## src/rtl/sync_generator.sv

```systemverilog
// Raster timing generator: hsync/vsync/blank, pixel coordinates and a frame pulse from clk_50mhz_in.
// Define SYNC_GENERATOR_CSYNC_EN to add a registered composite sync on csync_out.
module sync_generator #(
   parameter int H_ACTIVE = 640,
   parameter int H_FRONT  = 16,
   parameter int H_SYNC   = 96,
   parameter int H_BACK   = 48,
   parameter int V_ACTIVE = 480,
   parameter int V_FRONT  = 10,
   parameter int V_SYNC   = 2,
   parameter int V_BACK   = 33,
   parameter int CLK_DIV  = 2,
   parameter int SYNC_POL = 0
) (
   input  logic        clk_50mhz_in,
   input  logic        reset_n_in,
   input  logic        enable_in,
   output logic        hsync_out,
   output logic        vsync_out,
   output logic        blank_out,
   output logic [10:0] pixel_x_out,
   output logic [9:0]  pixel_y_out,
   output logic        frame_start_out,
   output logic        csync_out
);

   localparam int H_TOTAL = H_ACTIVE + H_FRONT + H_SYNC + H_BACK;
   localparam int V_TOTAL = V_ACTIVE + V_FRONT + V_SYNC + V_BACK;
   localparam int DIV_W   = (CLK_DIV > 1) ? $clog2(CLK_DIV) : 1;

   localparam logic [DIV_W-1:0] DIV_LAST   = DIV_W'(CLK_DIV - 1);
   localparam logic [10:0]      H_LAST     = 11'(H_TOTAL - 1);
   localparam logic [9:0]       V_LAST     = 10'(V_TOTAL - 1);
   localparam logic [11:0]      H_ACT_END  = 12'(H_ACTIVE);
   localparam logic [11:0]      H_SYNC_BEG = 12'(H_ACTIVE + H_FRONT);
   localparam logic [11:0]      H_SYNC_END = 12'(H_ACTIVE + H_FRONT + H_SYNC);
   localparam logic [10:0]      V_ACT_END  = 11'(V_ACTIVE);
   localparam logic [10:0]      V_SYNC_BEG = 11'(V_ACTIVE + V_FRONT);
   localparam logic [10:0]      V_SYNC_END = 11'(V_ACTIVE + V_FRONT + V_SYNC);
   localparam logic             SYNC_ON    = (SYNC_POL != 0);
   localparam logic             SYNC_OFF   = !SYNC_ON;

   logic [DIV_W-1:0] div_cnt;
   logic [10:0]      h_cnt;
   logic [9:0]       v_cnt;
   logic             run_q;
   logic [11:0]      h_ext;
   logic [10:0]      v_ext;
   logic             idle;
   logic             pix_ce;
   logic             h_wrap;
   logic             v_wrap;
   logic             hs_act;
   logic             vs_act;
   logic             act_area;
   logic             at_origin;

   always_comb begin
      h_ext     = {1'b0, h_cnt};
      v_ext     = {1'b0, v_cnt};
      idle      = !reset_n_in || !enable_in || !run_q;
      pix_ce    = (div_cnt == DIV_LAST);
      h_wrap    = (h_cnt == H_LAST);
      v_wrap    = (v_cnt == V_LAST);
      hs_act    = (h_ext >= H_SYNC_BEG) && (h_ext < H_SYNC_END);
      vs_act    = (v_ext >= V_SYNC_BEG) && (v_ext < V_SYNC_END);
      act_area  = (h_ext < H_ACT_END) && (v_ext < V_ACT_END);
      at_origin = pix_ce && (h_cnt == '0) && (v_cnt == '0);
   end

   // Reset leaves the counters at the origin ready to run on the next edge;
   // an enable rise spends its first edge re-arming so the restart matches reset.
   always_ff @(posedge clk_50mhz_in) begin
      if (idle) begin
         div_cnt         <= '0;
         h_cnt           <= '0;
         v_cnt           <= '0;
         run_q           <= !reset_n_in || enable_in;
         hsync_out       <= SYNC_OFF;
         vsync_out       <= SYNC_OFF;
         blank_out       <= 1'b1;
         pixel_x_out     <= '0;
         pixel_y_out     <= '0;
         frame_start_out <= 1'b0;
      end else begin
         hsync_out       <= hs_act ? SYNC_ON : SYNC_OFF;
         vsync_out       <= vs_act ? SYNC_ON : SYNC_OFF;
         blank_out       <= !act_area;
         pixel_x_out     <= h_cnt;
         pixel_y_out     <= v_cnt;
         frame_start_out <= at_origin;
         if (pix_ce) begin
            div_cnt <= '0;
            if (h_wrap) begin
               h_cnt <= '0;
               v_cnt <= v_wrap ? '0 : v_cnt + 10'd1;
            end else begin
               h_cnt <= h_cnt + 11'd1;
            end
         end else begin
            div_cnt <= div_cnt + DIV_W'(1);
         end
      end
   end

`ifdef SYNC_GENERATOR_CSYNC_EN
   // Composite sync: hsync pulses, inverted while inside the vsync lines.
   always_ff @(posedge clk_50mhz_in) begin
      if (idle) begin
         csync_out <= SYNC_OFF;
      end else begin
         csync_out <= (hs_act ^ vs_act) ? SYNC_ON : SYNC_OFF;
      end
   end
`else
   assign csync_out = SYNC_OFF;
`endif

endmodule

```

## config.mk

```make
export PLATFORM = sky130hd
export DESIGN_NAME = sync_generator
export DESIGN_NICKNAME = d
export VERILOG_FILES = /design/src/rtl/sync_generator.sv
export SDC_FILE = /design/constraint.sdc
export NUM_CORES = 1
export LEC_CHECK = 0
export CAP_MARGIN = 20
export CORE_MARGIN = 3
export CORE_UTILIZATION = 59
export CTS_BUF_LIST = sky130_fd_sc_hd__clkbuf_4 sky130_fd_sc_hd__clkbuf_8
export DETAILED_ROUTE_END_ITERATION = 10
export PLACE_DENSITY = 0.9
export RECOVER_POWER = 100
export SETUP_SLACK_MARGIN = 0.05
export SYNTH_ARGS = -nofsm -noshare
export SYNTH_HDL_FRONTEND = slang
export SYNTH_SLANG_ARGS = --single-unit
```

## constraint.sdc

```tcl
create_clock -name clk_50mhz_in -period 5.4 [get_ports clk_50mhz_in]
set_input_delay 1.35 -clock clk_50mhz_in [delete_from_list [all_inputs] [get_ports clk_50mhz_in]]
set_output_delay 1.35 -clock clk_50mhz_in [all_outputs]
set_load 0.005 [all_outputs]
```

==> run metrics <==
fill cell count roughly 210; global-route wire length before repair approximately 6200 µm; GRT Overall Usage between 15 and 20%; total of hold buffers inserted after clock tree synthesis 0; Reg2Reg Depth 4; RSZ-0062 raised after global routing no; number of library cell types mapped by synthesis just over 40; hold slack 0.517 ns; r2r setup slk roughly 3.1 ns; Post-Synthesis Net Count between 200 and 250; GR Overflow Total 0; commonest register cell after synthesis sky130_fd_sc_hd__dfxtp_1; Antenna Violating Nets Remaining 0; wire length reported by the detailed router about 3700 µm; origin of the worst min-delay path h_cnt[1]; type of the setup path with the least slack in2reg; Compound-Gate Fraction of Synth Area between 7 and 8%; sequential element share of the synthesized area just over 50%; headroom to the max-slew limit between 30% and 40%; final hold violations 0; most common library cell in the layout ignoring fill and taps sky130_fd_sc_hd__dfxtp_1; maximum vdd drop between 0.15 and 0.2 mV; count of nets after finishing roughly 230; number of buffers created by CTS 5; Top-Level Pins 29; via density per instance between 5 and 6; Cell Rows 19; starting density of the core between 60% and 70%; fin. max-slew vios 0; count of maximum capacitance violations 0; crit start category input pin; buffer cell driving the clock tree root sky130_fd_sc_hd__clkbuf_4; final critical-path share of the clock period 63.8%; CP max stage cell sky130_fd_sc_hd__dlygate4sd3_1; die width 62.8 µm; critical path cell sequence dlygate4sd3_1 > and3_1 > inv_1 > or3_1 > or4_1; clock-pin slew on the worst setup and hold paths roughly 0.13 ns; diode count 0; synthesized area 1900 µm²; end of the worst register-to-register path hsync_out; fraction of final layout cells sized beyond drive strength 1 under 10%; initial antenna violation count 0; router iterations before antenna repair 4; number of stages on the worst hold path 2; sink of the worst hold path pixel_x_out[1]; Simple-Gate Fraction of Synth Area between 20% and 30%; buffer count from post-CTS setup fixing 0; power density over cell area 244 nW/µm²; DPL Wire Length about 2500 µm; outcome complete, no violations; maximum clock insertion buffer count 2; Worst Slack Setup Final slightly below 2 ns; Worst R2R Start run_q; post-synthesis area per instance approximately 9.7 µm²; fraction of registers with async set/reset 0%; Warnings, synthesis 0; Worst-Skew Late Latency 0.36 ns; iteration-0 DRC count of the detailed router 75; class of the tightest hold or removal check reg2reg; Yosys reg bits 48; commonest cells after routing, fill and taps aside sky130_fd_sc_hd__dfxtp_1, sky130_fd_sc_hd__dlygate4sd3_1, sky130_fd_sc_hd__nor2_1, sky130_fd_sc_hd__and2_1, sky130_fd_sc_hd__nand2_1; average wire per standard cell between 10 and 15 µm; post-synthesis xor/xnor area fraction roughly 4.6%; worst-path fanout max 20; Chip Height 62.8 µm; crit path time final between 3 and 4 ns; Die ar. between 3000 and 4000 µm²; post-placement worst setup slack 1.62 ns; Area Overhead vs Synth 17.3%; kind of capture point of the worst setup path flip-flop; number of clock sinks 48; maximum number of pins on one net before global-route repair 23; largest stage delay on the critical path between 0.5 and 0.6 ns; count of port buffers added during placement 27; data arrival time of the critical path approximately 3.7 ns; instance count of the mapped netlist between 150 and 200; number of synthesized flops with an enable pin 1; required time at the endpoint of the critical path around 5.7 ns; main combinational cell family by area after synthesis simple AND/OR/NAND/NOR gates; overall via count from detail_route approximately 1500; clock tree from TritonCTS done; slew at the pin with the worst max-slew slack roughly 0.94 ns; maximum operating frequency 290 MHz; Setup violations, final 0; total negative slack for setup checks 0 ns; post-synthesis share of cell area spent on full adders, half adders and majority gates approximately 3.3%; global placer's final weighted congestion about 0.86; maximum level of the CTS H-tree 2; vias in the first global route between 1000 and 1500; Gates resized, CTS repair 0; area inside the core boundary 2900 µm²; remaining design rule violation count 0; Leak Pwr 0.822 nW; final worst clock skew between 0.006 and 0.007 ns; post-synthesis mux area share 0%
-- cell families after synthesis --
family / after synthesis
compound gates: 23
xor+xnor: 10
fa+ha+maj: 5
buf+inv: 18
flops: 48
other cells: 1
simple gates: 92
-- worst max path at each step --
stage	from	end	slack, ns	depth (start not counted)
3_3_place_gp	reset_n_in	hsync_out	1.79	5
2_1_floorplan	reset_n_in	hsync_out	2.90	4
3_5_place_dp	reset_n_in	hsync_out	1.62	5
4_1_cts	reset_n_in	hsync_out	2.01	5
6_report	enable_in	hsync_out	1.96	5
5_1_grt	enable_in	hsync_out	1.83	5
-- sequential cells by signal (all words and copies together), names as in the netlist --
| name | count |
|---|---|
| vsync_out | 1 |
| hsync_out | 1 |
| h_cnt | 11 |
| v_cnt | 10 |
| div_cnt | 1 |
| blank_out | 1 |
| frame_start_out | 1 |
| pixel_y_out | 10 |
| run_q | 1 |
| pixel_x_out | 11 |
-- where the power goes --
group | leakage, nW | switching [W] | total [W] | internal [W]
registers | 0.388 | 0.00000137 | 0.000358 | 0.000357
logic | 0.399 | 0.00000668 | 0.0000106 | 0.00000390
clock network | 0.0348 | 0.000112 | 0.000176 | 0.0000638
-- critical path: cells and delay by family --
kind	cells	cell delay, ns
buf+inv	2	0.91
simple gates	3	1.44
-- metal layers --
layer  wire, µm  vias to the layer above  GRT usage, %
met1       1630                      668          22.3
li1           -                      721             -
met5          0                        -             0
met2       1670                       71          33.3
met3        254                       15          5.22
met4        136                        0          12.4
-- cell type report --
type                            count  area (µm²)  share of cell area (%)
Clock inverter                      2        13.8                   0.617
Timing Repair Buffer               27         270                    12.1
Tap cell                           42        52.6                    2.35
Clock buffer                        6        51.3                    2.30
Inverter                            7        26.3                    1.18
Sequential cell                    48         971                    43.5
Multi-Input combinational cell    131         847                    37.9
-- metrics by stage --
stage | util, % | instances | power (W) | cell area (µm²)
5_1_grt | 77.0 | 263 | 0.000563 | 2230
6_report | 77.0 | 263 | 0.000545 | 2230
2_1_floorplan | - | 197 | 0.000374 | 1900
3_3_place_gp | 74.7 | 255 | 0.000376 | 2170
4_1_cts | 77.0 | 263 | 0.000546 | 2230
3_5_place_dp | 74.7 | 255 | 0.000377 | 2170
-- synthesized netlist by cell type, types with 3 or more instances --
| library cell | number | area share, % |
|---|---|---|
| sky130_fd_sc_hd__dfxtp_1 | 47 | 49 |
| sky130_fd_sc_hd__o21ai_0 | 5 | 1.3 |
| sky130_fd_sc_hd__nor2_1 | 16 | 3.2 |
| sky130_fd_sc_hd__or4_1 | 5 | 2.0 |
| sky130_fd_sc_hd__nand2_1 | 11 | 2.2 |
| sky130_fd_sc_hd__and2_1 | 19 | 6.2 |
| sky130_fd_sc_hd__or3_1 | 5 | 1.6 |
| sky130_fd_sc_hd__o31ai_1 | 4 | 1.6 |
| sky130_fd_sc_hd__nand4_1 | 7 | 2.3 |
| sky130_fd_sc_hd__xor2_1 | 5 | 2.3 |
| sky130_fd_sc_hd__and4_1 | 3 | 1.4 |
| sky130_fd_sc_hd__nand2b_1 | 3 | 0.99 |
| sky130_fd_sc_hd__clkbuf_1 | 5 | 0.99 |
| sky130_fd_sc_hd__inv_1 | 7 | 1.4 |
| sky130_fd_sc_hd__xnor2_1 | 5 | 2.3 |
| sky130_fd_sc_hd__nand3_1 | 5 | 1.3 |
| sky130_fd_sc_hd__ha_1 | 5 | 3.3 |
| sky130_fd_sc_hd__a21oi_1 | 10 | 2.6 |
| sky130_fd_sc_hd__nor3_1 | 4 | 1.1 |
Note: power is estimated with default switching activity, not from simulation.
